## config.mk

```make
export PLATFORM = sky130hd
export DESIGN_NAME = fft_frame_loader
export DESIGN_NICKNAME = d
export VERILOG_FILES = /design/src/rtl/fft_iter_pkg.sv /design/src/rtl/fft_frame_loader.sv
export SDC_FILE = /design/constraint.sdc
export NUM_CORES = 1
export LEC_CHECK = 0
export CELL_PAD_IN_SITES_DETAIL_PLACEMENT = 1
export CELL_PAD_IN_SITES_GLOBAL_PLACEMENT = 1
export CORE_MARGIN = 2
export CORE_UTILIZATION = 38
export CTS_CLUSTER_DIAMETER = 100
export CTS_CLUSTER_SIZE = 28
export DETAILED_ROUTE_END_ITERATION = 12
export GPL_TIMING_DRIVEN = 0
export PLACE_DENSITY_LB_ADDON = 0.1
export SLEW_MARGIN = 20
export SYNTH_ARGS = -nofsm -noshare
export SYNTH_HDL_FRONTEND = slang
export SYNTH_SLANG_ARGS = --single-unit
```

## constraint.sdc

```tcl
create_clock -name CLK -period 2 [get_ports CLK]
set_input_delay 0.2 -clock CLK [delete_from_list [all_inputs] [get_ports CLK]]
set_output_delay 0.2 -clock CLK [all_outputs]
set_load 0.02 [all_outputs]
```

## src/rtl/fft_iter_pkg.sv

```systemverilog
// Shared definitions for the iterative FFT front end:
// FSM state encoding and the address bit-reversal helper.
package fft_iter_pkg;

  localparam logic [1:0] LOAD    = 2'd0;
  localparam logic [1:0] KICK    = 2'd1;
  localparam logic [1:0] WAIT_HI = 2'd2;
  localparam logic [1:0] WAIT_LO = 2'd3;

  typedef enum logic [1:0] {
    ST_LOAD    = LOAD,
    ST_KICK    = KICK,
    ST_WAIT_HI = WAIT_HI,
    ST_WAIT_LO = WAIT_LO
  } ld_state_e;

  // Reverse the low awl bits of v; bits above awl come back zero.
  function automatic int bit_reverse(input int v, input int awl);
    int r;
    r = 0;
    for (int i = 0; i < 32; i++) begin
      if (i < awl) r[awl-1-i] = v[i];
    end
    return r;
  endfunction

endpackage

```

## src/rtl/fft_frame_loader.sv

```systemverilog
// Streaming sample loader: packs sample pairs into dual-port
// writes of the FFT core's input RAM and kicks the core per frame.
module fft_frame_loader
  import fft_iter_pkg::*;
#(
  parameter int IWL     = 32,
  parameter int AWL     = 5,
  parameter int BIT_REV = 0
) (
  input  logic           CLK,
  input  logic           RST,
  input  logic           EN,
  input  logic [IWL-1:0] i_DATA,
  input  logic           i_VALID,
  output logic           o_READY,
  input  logic           i_RAM_BLOCK,
  output logic [IWL-1:0] o_A_DATA,
  output logic [IWL-1:0] o_B_DATA,
  output logic [AWL-1:0] o_A_ADDR,
  output logic [AWL-1:0] o_B_ADDR,
  output logic           o_RAM_Wr,
  output logic           o_START,
  output logic           o_BUSY
);

  ld_state_e      state_q, state_d;
  logic [AWL-1:0] cnt_q, cnt_d;
  logic [IWL-1:0] hold_q, hold_d;
  logic [IWL-1:0] a_data_q, a_data_d;
  logic [IWL-1:0] b_data_q, b_data_d;
  logic [AWL-1:0] a_addr_q, a_addr_d;
  logic [AWL-1:0] b_addr_q, b_addr_d;
  logic           wr_q, wr_d;
  logic           ready;
  logic           hs;
  logic [AWL-1:0] idx_a, idx_b;
  logic [AWL-1:0] map_a, map_b;

  assign ready = !RST && EN && (state_q == ST_LOAD)
              && !i_RAM_BLOCK;
  assign hs    = ready && i_VALID;

  assign idx_a = cnt_q - 1'b1;
  assign idx_b = cnt_q;

  always_comb begin
    map_a = idx_a;
    map_b = idx_b;
    if (BIT_REV != 0) begin
      map_a = AWL'(bit_reverse(int'(idx_a), AWL));
      map_b = AWL'(bit_reverse(int'(idx_b), AWL));
    end
  end

  // A pending write survives an EN-low gap and is presented once EN returns.
  always_comb begin
    state_d  = state_q;
    cnt_d    = cnt_q;
    hold_d   = hold_q;
    a_data_d = a_data_q;
    b_data_d = b_data_q;
    a_addr_d = a_addr_q;
    b_addr_d = b_addr_q;
    wr_d     = wr_q;
    if (EN) begin
      wr_d = 1'b0;
      unique case (state_q)
        ST_LOAD: begin
          if (hs) begin
            cnt_d = cnt_q + 1'b1;
            if (!cnt_q[0]) begin
              hold_d = i_DATA;
            end else begin
              a_data_d = hold_q;
              b_data_d = i_DATA;
              a_addr_d = map_a;
              b_addr_d = map_b;
              wr_d     = 1'b1;
            end
            if (&cnt_q) state_d = ST_KICK;
          end
        end
        ST_KICK: begin
          state_d = ST_WAIT_HI;
        end
        ST_WAIT_HI: begin
          if (i_RAM_BLOCK) state_d = ST_WAIT_LO;
        end
        ST_WAIT_LO: begin
          if (!i_RAM_BLOCK) state_d = ST_LOAD;
        end
        default: state_d = ST_LOAD;
      endcase
    end
  end

  always_ff @(posedge CLK) begin
    if (RST) begin
      state_q  <= ST_LOAD;
      cnt_q    <= '0;
      hold_q   <= '0;
      a_data_q <= '0;
      b_data_q <= '0;
      a_addr_q <= '0;
      b_addr_q <= '0;
      wr_q     <= 1'b0;
    end else begin
      state_q  <= state_d;
      cnt_q    <= cnt_d;
      hold_q   <= hold_d;
      a_data_q <= a_data_d;
      b_data_q <= b_data_d;
      a_addr_q <= a_addr_d;
      b_addr_q <= b_addr_d;
      wr_q     <= wr_d;
    end
  end

  assign o_READY  = ready;
  assign o_A_DATA = a_data_q;
  assign o_B_DATA = b_data_q;
  assign o_A_ADDR = a_addr_q;
  assign o_B_ADDR = b_addr_q;
  assign o_RAM_Wr = EN && wr_q;
  assign o_START  = !RST && EN && (state_q == ST_KICK);
  assign o_BUSY   = (state_q != ST_LOAD);

endmodule

```

==> results.yml <==
worst_setup_path:
  critPathMaxFanout: 18
  path_cells: "inv_1 -> ha_2 -> nand4bb_1 -> buf_6 -> clkinv_8 -> buf_4"
  cp.depth: 6
  path_class: "reg2out"
  r2r-start: "state_q[1]"
  cp-end-kind: "primary output"
  critPathRequiredTime_ns: 1.80
  ff2ff_setup_slack_ns: 0.21
  startpoint_type: "flop"
  critical_path_buf_inv_count: 4
  path_delay_family: "buffers and inverters"
  worst_path_max_delay_cell: "dfxtp_1"
  r2r-end: "o_A_DATA[12]"
  arrival_ns: 1.69
  worst_path_largest_cell_delay_ns: 0.38
  r2r_cells: 8
floorplanning:
  core_mm2: 0.0133
  die_y_um: 121
  initial_core_util_pct: 39.2
  placementRows: 42
  die_w_um: 121
  die-area_mm2: 0.0147
  ios: 115
yosys:
  syn-mean-instance-area_um2: 9.32
  syn_area_mm2: 0.00521
  syn-num-nets: 604
  ys_ff_latch: 114
  synth_cell_types: 33
  ys_seq_area_share_pct: 43.8
  syn_inst: 559
  yosysWarnings: 0
cts:
  path_clk_slew_ns: 0.05
  cts_max_path_buffers: 2
  clk-insertion-delay-late_ns: 0.42
  root_buffer: "clkbuf_16"
  cts_tree: "yes"
  cts-resized-gates: 8
  post_cts_buffers: 0
  cts.sinks: 114
  cts_htree_levels: 4
  cts_buffers: 17
  hold_buffers: 0
route:
  drt-pass1-iter-count: 4
  ant_nets: 0
  detail_route.drc_violations: 0
  drt_iter0_drc: 334
  via_per_inst: 5.95
  drt-total-wl_mm: 18.8
  via_count: 5207
  wl_per_cell_um: 21.5
run_status:
  status: "finished, final reports clean"
sta:
  max_slew_margin_pct: 62.1
  rsz0062_at_grt: "no"
  timing.hold.ws_ns: 0.251
  max_freq_ghz: 0.530
  clock_skew_ns: 0.0105
  drv_slew: 0
  tightest_slew_ns: 0.569
  period_needed_ns: 1.89
  period_share_pct: 94.3
  finalHoldViolations: 0
  setup_viol: 0
min_path:
  hold_end: "wr_q"
  min_path_type: "in2reg"
  whs_path_depth: 3
  min-delay-start: "i_VALID"
placement:
  dp_cells: 848
  io_buffers: 113
  gp_congestion: 0.926
  dp_hpwl_mm: 13.9
final_layout:
  layout_commonest_cell: "dfxtp_1"
  final_util_pct: 53.5
  num-fill-cells: 1519
  stdcell_count: 875
  drive_gt1_share_pct: 15.5
  syn_to_final_growth_pct: 36.6
  antenna_cells: 0
  nNetsFinal: 733
  final_cell_mix: "dfxtp_1, clkdlybuf4s50_1, a21oi_1"
power_and_ir_drop:
  ir_worst_vdd_v: 0.000482
  power_per_cell_area_mw_per_mm2: 783
  p_total_uw: 5580
  p_leak_uw: 0.00225
global_route:
  overflow: 0
  grt_pass1_vias: 5439
  globalRouteTotalUtil_pct: 27.0
  antenna_found_initial: 0
  grt_pass1_wl_mm: 30.2
  grt_max_degree: 20
flow_run:
  drv_cap: 0
[synth_stat cells]
| cell | count | area, µm² |
|---|---|---|
| mux2i_1 | 3 | 30.0 |
| a31oi_1 | 3 | 18.8 |
| nor4_1 | 1 | 6.26 |
| clkbuf_1 | 37 | 139 |
| nand4bb_1 | 2 | 22.5 |
| ha_1 | 8 | 100 |
| buf_2 | 27 | 135 |
| xnor2_1 | 2 | 17.5 |
| inv_1 | 7 | 26.3 |
| nor2_1 | 1 | 3.75 |
| nand2_1 | 2 | 7.51 |
| inv_2 | 1 | 3.75 |
| dfxtp_1 | 114 | 2280 |
| nor2b_1 | 2 | 12.5 |
| mux2_2 | 3 | 33.8 |
| buf_1 | 3 | 11.3 |
| buf_6 | 10 | 113 |
| nor3_2 | 1 | 10.0 |
| inv_6 | 1 | 8.76 |
| o21bai_1 | 1 | 7.51 |
| nor3b_1 | 3 | 22.5 |
| nand3_1 | 5 | 25.0 |
| buf_8 | 1 | 15.0 |
| nand4_1 | 99 | 619 |
| and2_1 | 1 | 6.26 |
| nand2b_1 | 4 | 25.0 |
| o31ai_2 | 30 | 375 |
| o31ai_1 | 70 | 526 |
| o21ai_0 | 3 | 15.0 |
| a21oi_1 | 105 | 526 |
| a211oi_1 | 4 | 30.0 |
| buf_4 | 4 | 30.0 |
| and3_1 | 1 | 6.26 |
[per-layer routing]
metal | part of all wire [%] | vias to the layer above | track usage, %
met5 | 0 | - | 0
met4 | 2.4 | 0 | 10.8
met3 | 5.5 | 34 | 5.64
met2 | 48 | 167 | 43.3
met1 | 44 | 2567 | 35.3
li1 | - | 2439 | -
[worst max-delay path by stage]
stage                     start     endpoint  slack, ns
floorplan              cnt_q[0]  o_A_ADDR[4]       0.38
global placement    i_RAM_BLOCK      o_READY      -0.22
detailed placement  i_RAM_BLOCK      o_READY      -0.28
CTS                    cnt_q[0]  o_A_ADDR[4]       0.02
global route         state_q[1]      o_READY      0.004
finish               state_q[1]      o_READY       0.11
[flip-flops by register name, indices dropped and copies added, names as in the netlist]
name	flops
o_A_DATA	32
hold_q	32
o_B_ADDR	5
o_B_DATA	32
cnt_q	5
o_A_ADDR	5
wr_q	1
state_q	2
[worst register-to-register path: cells and delay by family (launching register included)]
family | cells | cell delay [ns]
compound gates | 2 | 0.37
fa+ha+maj | 1 | 0.21
buf+inv | 4 | 0.62
flops | 1 | 0.34
simple gates | 1 | 0.13
[area by class of cell]
type / instances / area, µm² / area share, %
Buffer: 79 / 437 / 6.13
Clock buffer: 24 / 492 / 6.91
Clock inverter: 6 / 55.1 / 0.773
Inverter: 9 / 46.3 / 0.650
Multi-Input combinational cell: 354 / 2460 / 34.5
Sequential cell: 114 / 2280 / 32.1
Tap cell: 176 / 220 / 3.09
Timing Repair Buffer: 113 / 1130 / 15.8
[power breakdown]
group	internal, µW	switching (µW)	total [µW]
registers	2290	14.1	2300
clock network	1810	1020	2830
logic	139	302	441
[stage by stage]
| step | area, µm² | worst slack (ns) | setup TNS, ns |
|---|---|---|---|
| after floorplan | 5210 | 0.382 | 0 |
| after global placement | 6560 | -0.224 | -0.424 |
| after detailed placement | 6560 | -0.282 | -0.536 |
| after CTS | 7100 | 0.0221 | 0 |
| after global routing | 7120 | 0.00350 | 0 |
| final | 7120 | 0.113 | 0 |
[kinds of logic after synthesis]
logic type,after synthesis,synth area share [%]
and+or+nand+nor,122,14.7
xor gates and xnor gates,2,0.336
buffers and inverters,91,9.25
muxes,6,1.22
adders and majority gates,8,1.92
DFF,114,43.8
AOI/OAI and AO/OA,216,28.7
Note: power is estimated with default switching activity, not from simulation.
